==> config.mk <==
export PLATFORM = sky130hd
export DESIGN_NAME = pe_core_ctrl
export DESIGN_NICKNAME = d
export VERILOG_FILES = /design/src/rtl/pe_core_ctrl.sv
export SDC_FILE = /design/constraint.sdc
export NUM_CORES = 1
export LEC_CHECK = 0
export CORE_ASPECT_RATIO = 2
export CORE_MARGIN = 2
export CORE_UTILIZATION = 40
export DETAILED_ROUTE_END_ITERATION = 6
export PLACE_DENSITY_LB_ADDON = 0.1
export SYNTH_ARGS = -nofsm -noshare
export SYNTH_HDL_FRONTEND = slang
export SYNTH_SLANG_ARGS = --single-unit
==> constraint.sdc <==
create_clock -name DSP_clk -period 2.35 [get_ports DSP_clk]
set_clock_uncertainty 0.15 [all_clocks]
set_input_delay 0.47 -clock DSP_clk [delete_from_list [all_inputs] [get_ports DSP_clk]]
set_output_delay 0.47 -clock DSP_clk [all_outputs]
set_load 0.01 [all_outputs]
==> src/rtl/pe_core_ctrl.sv <==
// Sequencer for a single 3x3 PE_core: serial weight load, bias load, then
// feature column streaming with a token delay line that flags valid results.
module pe_core_ctrl #(
    parameter int FEATURE_WIDTH = 16,
    parameter int WEIGHT_WIDTH  = 16,
    parameter int BIAS_WIDTH    = 32,
    parameter int KSIZE         = 3,
    parameter int PIPE_LAT      = 6,
    parameter int COL_W         = 12
) (
    input  logic                             DSP_clk,
    input  logic                             rst,
    input  logic                             start,
    input  logic [COL_W-1:0]                 cfg_col_num,
    input  logic                             cfg_use_bias,
    input  logic [WEIGHT_WIDTH-1:0]          w_data,
    input  logic                             w_valid,
    output logic                             w_ready,
    input  logic [BIAS_WIDTH-1:0]            b_data,
    input  logic                             b_valid,
    output logic                             b_ready,
    input  logic [FEATURE_WIDTH*KSIZE-1:0]   f_data,
    input  logic                             f_valid,
    output logic                             f_ready,
    output logic [WEIGHT_WIDTH-1:0]          pe_weight,
    output logic                             pe_weight_valid,
    output logic [BIAS_WIDTH-1:0]            pe_bias,
    output logic                             pe_bias_valid,
    output logic [FEATURE_WIDTH*KSIZE-1:0]   pe_feature_in,
    output logic                             pe_pulse,
    output logic                             pe_bias_or_adder_feature,
    output logic                             out_valid,
    output logic                             busy,
    output logic                             done
);

    localparam int NW  = KSIZE * KSIZE;
    localparam int WCW = $clog2(NW);

    typedef enum logic [2:0] {IDLE, LOAD_W, LOAD_B, RUN, DRAIN} state_t;

    state_t              state, state_next;
    logic [COL_W-1:0]    col_num;
    logic [COL_W-1:0]    col_cnt;
    logic [WCW-1:0]      w_cnt;
    logic [PIPE_LAT-1:0] tok_line;
    logic                w_hs, b_hs, f_hs;
    logic                token;
    logic                short_job;
    logic                done_next;

    assign w_hs      = w_valid & w_ready;
    assign b_hs      = b_valid & b_ready;
    assign f_hs      = f_valid & f_ready;
    assign token     = (col_cnt >= COL_W'(KSIZE - 1));
    assign short_job = (cfg_col_num < COL_W'(KSIZE));
    assign busy      = (state != IDLE);

    always_ff @(posedge DSP_clk) begin
        if (rst) begin
            state <= IDLE;
        end else begin
            state <= state_next;
        end
    end

    always_comb begin
        state_next = state;
        w_ready    = 1'b0;
        b_ready    = 1'b0;
        f_ready    = 1'b0;
        done_next  = 1'b0;
        case (state)
            IDLE: begin
                if (start) begin
                    if (short_job) begin
                        done_next = 1'b1;
                    end else begin
                        state_next = LOAD_W;
                    end
                end
            end
            LOAD_W: begin
                w_ready = 1'b1;
                if (w_valid && (w_cnt == WCW'(NW - 1))) begin
                    state_next = LOAD_B;
                end
            end
            LOAD_B: begin
                b_ready = 1'b1;
                if (b_valid) begin
                    state_next = RUN;
                end
            end
            RUN: begin
                if (col_cnt < col_num) begin
                    f_ready = 1'b1;
                    if (f_valid && (col_cnt == col_num - COL_W'(1))) begin
                        state_next = DRAIN;
                    end
                end
            end
            DRAIN: begin
                // The last accepted column always carries a token, so an
                // empty line means every result has left the core.
                if (tok_line == '0) begin
                    done_next  = 1'b1;
                    state_next = IDLE;
                end
            end
            default: state_next = IDLE;
        endcase
    end

    always_ff @(posedge DSP_clk) begin
        if (rst) begin
            col_num                  <= '0;
            col_cnt                  <= '0;
            w_cnt                    <= '0;
            tok_line                 <= '0;
            pe_weight                <= '0;
            pe_weight_valid          <= 1'b0;
            pe_bias                  <= '0;
            pe_bias_valid            <= 1'b0;
            pe_feature_in            <= '0;
            pe_pulse                 <= 1'b0;
            pe_bias_or_adder_feature <= 1'b0;
            out_valid                <= 1'b0;
            done                     <= 1'b0;
        end else begin
            done            <= done_next;
            pe_weight_valid <= w_hs;
            pe_bias_valid   <= b_hs;
            pe_pulse        <= f_hs;
            // One stage here plus out_valid's register gives PIPE_LAT cycles
            // between pe_pulse and out_valid.
            tok_line  <= {tok_line[PIPE_LAT-2:0], f_hs & token};
            out_valid <= tok_line[PIPE_LAT-1];
            if (w_hs) begin
                pe_weight <= w_data;
                w_cnt     <= w_cnt + WCW'(1);
            end
            if (b_hs) begin
                pe_bias <= b_data;
            end
            if (f_hs) begin
                pe_feature_in <= f_data;
                col_cnt       <= col_cnt + COL_W'(1);
            end
            if (state == IDLE && start) begin
                col_num                  <= cfg_col_num;
                pe_bias_or_adder_feature <= cfg_use_bias;
                col_cnt                  <= '0;
                w_cnt                    <= '0;
            end
        end
    end

endmodule

==> run_results.csv <==
group,metric,value,unit
status,status,"complete, but fails checks",
status,violations,"negative setup slack",
layout,regArea,0.002790,mm²
yosys,yosysWarnings,0,
yosys,syn_avg_cell_area,7.976,µm²
power_and_ir_drop,cellLeakagePower,0.003560,µW
drt,vias_per_cell,5.083,
layout,finalNonFillerCells,1212,
layout,fillers,1160,
die,die_area,0.01568,mm²
drt,drt_wl_total,20.07,mm
clocking,cts_tree,"yes",
layout,nets,1139,
yosys,yosysUniqueCellTypes,55,
power_and_ir_drop,ir_drop,0.4923,mV
setup_path,cp_max_fo,2,
layout,drive_gt1_frac,0.1833,
die,core_area,0.01435,mm²
clocking,htreeDepth,4,
yosys,syn-cell-area,0.005854,mm²
clocking,clock_path_buffers,2,
sta,slew-limit-headroom,0.4227,
sta,worst_slack,-0.1744,ns
yosys,synth_fp_nets,866,
die,fp-row-count,62,
drt,dr.pass1.iters,4,
grt,grt_pass1_vias,6292,
setup_path,cp.buffers_inverters,2,
die,start_util,0.4079,
clocking,cts_root_buf,"clkbuf_16",
die,die-width,89.55,µm
grt,grt_pass1_wl,29.83,mm
grt,antenna_found_initial,0,
drt,routed-via-count,6160,
setup_path,worst_setup_path_end_kind,"primary output",
clocking,ctsHoldBuffers,0,
setup_path,cp_slowest_cell,"dfxtp_2",
sta,tns,-0.4230,ns
setup_path,crit_chain,"inv_2 > ha_4 > a21o_1 > a21oi_2 > o211ai_1 > o211ai_2 > nand2b_1 > nor2_1 > buf_2",
layout,fin_util,0.6765,
yosys,ys.flop_type,"dfxtp_1",
grt,grt_overflow_total,0,
power_and_ir_drop,p_comb_frac,0.125,
sta,fmax,396.1,MHz
sta,hold_viol,0,
clocking,cts_made_buffers,17,
clocking,clk_pin_slew,0.06,ns
yosys,synth_edf_count,0,
sta,rsz0062_at_grt,"yes",
yosys,yosysSeqAreaShare,0.4753,
power_and_ir_drop,clockPowerShare,0.454,
placed_design,place_hpwl,14.20,mm
sta,period_needed,2.524,ns
power_and_ir_drop,power_density,589.4,mW/mm²
power_and_ir_drop,netSwitchingPower,1431,µW
die,chipHeight,175.1,µm
drt,wl_per_cell,16.56,µm
layout,multi_input_area,0.003072,mm²
sta,period_share,1.074,
layout,area_growth_syn_to_layout,65.85,%
grt,grt_max_degree,73,
placed_design,gp_congestion,0.9408,
sta,timing.hold.ws,0.1612,ns
die,boundaryPins,221,
power_and_ir_drop,switching_share,0.2501,
sta,maxSlewViolCount,0,
setup_path,critical-path-max-stage-delay,0.33,ns
setup_path,critPathLaunchType,"flip-flop",
clocking,insertion_delay,0.41,ns
setup_path,crit_family,"compound AO/OA/AOI/OAI gates",
grt,track_usage,0.2458,
power_and_ir_drop,p_int,4292,µW
power_and_ir_drop,pwr-share-seq,0.421,
yosys,ys_seq_elements,139,
run,cap_violations,0,
drt,drt_iter0_drc,186,
sta,tightest_slew,0.8660,ns
sta,finalSetupViolCount,7,
drt,drc,0,
min_path,min_path_type,"input pin to flip-flop",
setup_path,worst-setup-path-type,"flip-flop to primary output",
yosys,syn_inst,734,
setup_path,required,1.73,ns
layout,n_antenna_cell,0,
setup_path,arrival,1.90,ns
drt,ant_nets,0,
yosys,postSynth.asyncResetShare,0,
placed_design,io_buffers,220,
clocking,cts.sinks,139,
placed_design,dp.cells,1161,
==> cells in the final DEF, fill, tap and decap left out, types with 4 or more instances in the layout <==
| cell | instances |
|---|---|
| nand4_1 | 7 |
| xor2_1 | 12 |
| nand2_1 | 230 |
| inv_6 | 4 |
| nand3_1 | 8 |
| o31ai_1 | 4 |
| a21oi_2 | 26 |
| clkbuf_16 | 22 |
| xnor2_1 | 10 |
| buf_6 | 8 |
| ha_1 | 11 |
| nor2b_1 | 7 |
| nand2_4 | 5 |
| o21ai_0 | 6 |
| nor3_1 | 6 |
| nor2_1 | 20 |
| a21oi_1 | 98 |
| buf_4 | 62 |
| dfxtp_2 | 6 |
| ha_4 | 5 |
| nor4_1 | 7 |
| a211oi_1 | 4 |
| or4_4 | 4 |
| inv_1 | 18 |
| clkdlybuf4s50_1 | 216 |
| dfxtp_1 | 133 |
==> synthesized netlist by cell type (all sizes together), types with 9 or more instances <==
cell | count | area, µm²
dfxtp | 139 | 2783
nand2 | 239 | 902.1
xor2 | 12 | 105.1
clkbuf | 35 | 131.4
nor3 | 9 | 67.56
nand3 | 9 | 50.05
inv | 21 | 78.82
buf | 12 | 77.57
xnor2 | 10 | 87.58
o21ai | 9 | 45.04
nor4 | 10 | 75.07
ha | 17 | 212.7
a21oi | 124 | 620.6
nor2 | 20 | 75.07
==> power by group through the flow <==
stage          combinational (µW)  clock [µW]  sequential (µW)
2_1_floorplan                 269           0             2470
3_3_place_gp                  630           0             2460
3_5_place_dp                  641           0             2460
4_1_cts                       671        2640             2410
5_1_grt                       767        2730             2410
6_report                      714        2600             2410
==> worst paths after layout <==
check,start,depth (start not counted),slack (ns),end
min reg2reg,pe_feature_in[5],2,0.30,pe_feature_in[5]
max reg2reg,col_num[9],12,-0.09,col_cnt[11]
min,rst,2,0.16,tok_line[2]
max,col_num[9],9,-0.17,f_ready
==> what timing repair did <==
action | in CTS | in global routing
gates cloned | 0 | 10
pin swaps | 11 | 29
setup endpoints to repair | 60 | 61
buffers inserted | 6 | 4
gates resized for setup | 24 | 65
==> final cells by class <==
class                      instances  share of cell area
inverter                          21            0.008119
clock buffer                      18             0.04523
timing repair buffer             299              0.3043
tap                              192             0.02474
clock inverter                    14             0.01392
sequential                       139              0.2874
multi-input combinational        529              0.3164
==> worst register-to-register path, stage by stage (launching register included) <==
cell and delay [ns]:
dfxtp_2 0.33, inv_2 0.05, ha_4 0.20, a21o_1 0.16, a21oi_2 0.14, o211ai_1 0.13, o211ai_2 0.19, buf_4 0.15
buf_8 0.12, nand2_8 0.08, buf_6 0.14, or4_4 0.42, a21oi_2 0.12
==> through the flow <==
| stage | worst slack [ns] | instance area (µm²) | power (µW) |
|---|---|---|---|
| global placement | -0.2612 | 8568 | 3090 |
| detailed placement | -0.2651 | 8568 | 3103 |
| finish | -0.1744 | 9709 | 5723 |
| floorplan | -0.01174 | 5868 | 2739 |
| CTS | -0.2072 | 9256 | 5724 |
| global route | -0.3041 | 9709 | 5914 |
==> kinds of logic (layout without fill, tap and decap cells) <==
logic type               after synthesis  count (layout)  share of synthesized area
XOR/XNOR                              22              22                    0.03291
flip-flops                           139             139                     0.4753
buffers and inverters                 68             352                    0.04915
adder cells (fa/ha/maj)               17              17                    0.03633
multiplexers                           3               3                   0.005130
AND/OR/NAND/NOR                      328             330                     0.2530
AO/OA/AOI/OAI                        157             157                     0.1481
==> routing by layer <==
layer | vias to the layer above | part of all wire | GRT usage
li1 | 3001 | - | -
met1 | 2873 | 0.34 | 0.2258
met2 | 223 | 0.55 | 0.4516
met3 | 63 | 0.061 | 0.08125
met4 | 0 | 0.047 | 0.1306
met5 | - | 0 | 0
==> sequential cells by signal (all words and copies together), names as in the netlist <==
name	cells
tok_line	6
w_cnt	4
col_cnt	12
pe_bias_or_adder_feature	1
pe_feature_in	48
pe_weight	16
pe_bias	32
pe_weight_valid	1
pe_bias_valid	1
done	1
pe_pulse	1
state	3
out_valid	1
col_num	12
Power figures use the tool's default switching activity.
==> variant: new RTL, same settings <==
The 5 states of `state_t` get a one-hot encoding in 5 bits.
--- a/src/rtl/pe_core_ctrl.sv
+++ b/src/rtl/pe_core_ctrl.sv
@@ -39,3 +39,3 @@
 
-    typedef enum logic [2:0] {IDLE, LOAD_W, LOAD_B, RUN, DRAIN} state_t;
+    typedef enum logic [4:0] {IDLE = 5'b00001, LOAD_W = 5'b00010, LOAD_B = 5'b00100, RUN = 5'b01000, DRAIN = 5'b10000} state_t;
 
Behaviour: no difference found for any inputs over 10 cycles, from zero or initial values and one cycle with rst high; not proved beyond that.
==> variant against the unedited design <==
  * Routed wire length up 27%
  * The flow still finishes with violations (setup timing)
  * Core utilization up 7.4 points
  * Non-clock buffer count up 57
  * Sequential cell count up 2
  * Area after synthesis up 12%
  * Critical path type is now reg2reg
  * Design area up 25%
  * Worst setup slack worse by 0.41 ns
Power is not compared: it rests on default switching activity, and its combinational part moved more than twofold at a synthesized area within 25%.
==> variant: results <==
metrics = {
    "grt": {
        "antenna_found_initial": 1,
        "grt_usage": 0.267,
        "grt_pass1_wl_mm": 36.0,
        "grt_pass1_vias": 7021,
    },
    "placed_design": {
        "place.gp.congestion": 0.848,
        "dpl.hpwl_mm": 15.2,
    },
    "logic_synthesis": {
        "muxShareOfSynthArea": 0.0183,
        "synth_commonest_cells": "nand2_1 (210), dfxtp_1 (141), a21oi_1 (74), clkbuf_1 (59), nor2_1 (39)",
        "synth_xor_area_frac": 0.0360,
        "synth_fp_nets": 943,
        "synth_cell_types": 54,
        "ys_seq_area_frac": 0.430,
        "synthAdderAreaFrac": 0.0324,
        "synth_compound_area_frac": 0.183,
        "ys_top_cells_by_area": "dfxtp_1 (43%), nand2_1 (12%), a21oi_1 (5.6%), a2bb2oi_1 (4.3%), clkbuf_1 (3.4%)",
    },
    "status": {
        "violations": "setup timing",
        "outcome": "finished, violations left",
    },
    "sta": {
        "slew_headroom": 0.551,
        "setup_viol": 97,
        "setup_ws_ns": -0.589,
        "fin_setup_tns_ns": -35.81,
    },
    "worst_setup_path": {
        "cp.arrival_ns": 3.08,
    },
    "layout": {
        "drive_gt1_frac": 0.329,
        "seq_area_sq_mm": 0.00285,
        "layout.nets": 1255,
    },
    "hold_path": {
        "min_to": "pe_weight[1]",
        "hp-class": "reg2reg",
    },
    "drt": {
        "wl_per_cell_um": 19.0,
        "vias": 7301,
        "drtIter0Drc": 240,
    },
}
==> variant: worst register-to-register path: stages, from the launching register on <==
cell	delay, ns
dfxtp_2	0.33
inv_2	0.08
ha_4	0.13
or4b_4	0.49
o211a_1	0.25
nor3_2	0.21
o2111ai_2	0.20
a2111oi_4	0.44
buf_4	0.19
clkbuf_16	0.14
buf_8	0.11
o311ai_4	0.08
==> variant: cell families (layout without fill, tap and decap cells) <==
logic type,count (synthesis),in the layout
buf+inv,84,408
mux,12,12
other cells,0,1
simple gates,359,360
flops,141,141
fa+ha+maj,17,17
compound gates,171,171
xor+xnor,27,27
==> variant: area by class of cell <==
class                           count  share of cell area
Antenna cell                        1            0.000206
Sequential cell                   141               0.235
Tap cell                          204              0.0210
Multi-Input combinational cell    587               0.381
Clock inverter                     13              0.0107
Inverter                           20             0.00618
Timing Repair Buffer              356               0.309
Clock buffer                       19              0.0365
==> variant: worst max-delay path by stage <==
| stage | start | end | slack, ns | cells after the start |
|---|---|---|---|---|
| final | col_num[1] | pe_bias[26] | -0.59 | 11 |
| after global routing | col_num[0] | pe_bias[26] | -0.68 | 11 |
| after CTS | col_num[9] | pe_bias[26] | -0.57 | 10 |
| after detailed placement | w_valid | pe_bias[7] | -0.74 | 9 |
| after global placement | w_valid | pe_bias[5] | -0.62 | 9 |
| after floorplan | col_num[1] | pe_bias[28] | -0.36 | 12 |
==> variant: repair_timing <==
item                       CTS  global route
setup buffers               23            17
hold buffers                 0             0
setup endpoints to repair  102            99
pin swaps                   33            83
cloned                      12             5
resized for setup          118           214
==> variant: metal layers <==
metal	global-route usage	routed length, um	vias to the layer above
met3	0.0549	1270	95
met1	0.275	8830	3449
li1	-	-	3489
met4	0.148	1370	0
met5	0	0	-
met2	0.492	14000	268
==> variant: metrics by stage <==
| step | std cells | hold WS, ns | worst slack, ns |
|---|---|---|---|
| 6_report | 1341 | 0.304 | -0.589 |
| 3_5_place_dp | 1270 | 0.292 | -0.743 |
| 5_1_grt | 1341 | 0.324 | -0.683 |
| 2_1_floorplan | 811 | 0.288 | -0.362 |
| 4_1_cts | 1335 | 0.302 | -0.565 |
| 3_3_place_gp | 1270 | 0.287 | -0.618 |
==> variant: power groups by stage <==
stage	Clock, mW	Combinational (mW)	Sequential, mW
finish	2.67	2.28	2.55
global route	2.80	2.43	2.56
CTS	2.69	2.13	2.55
detailed placement	0	2.00	2.59
global placement	0	1.99	2.59
floorplan	0	1.02	2.60
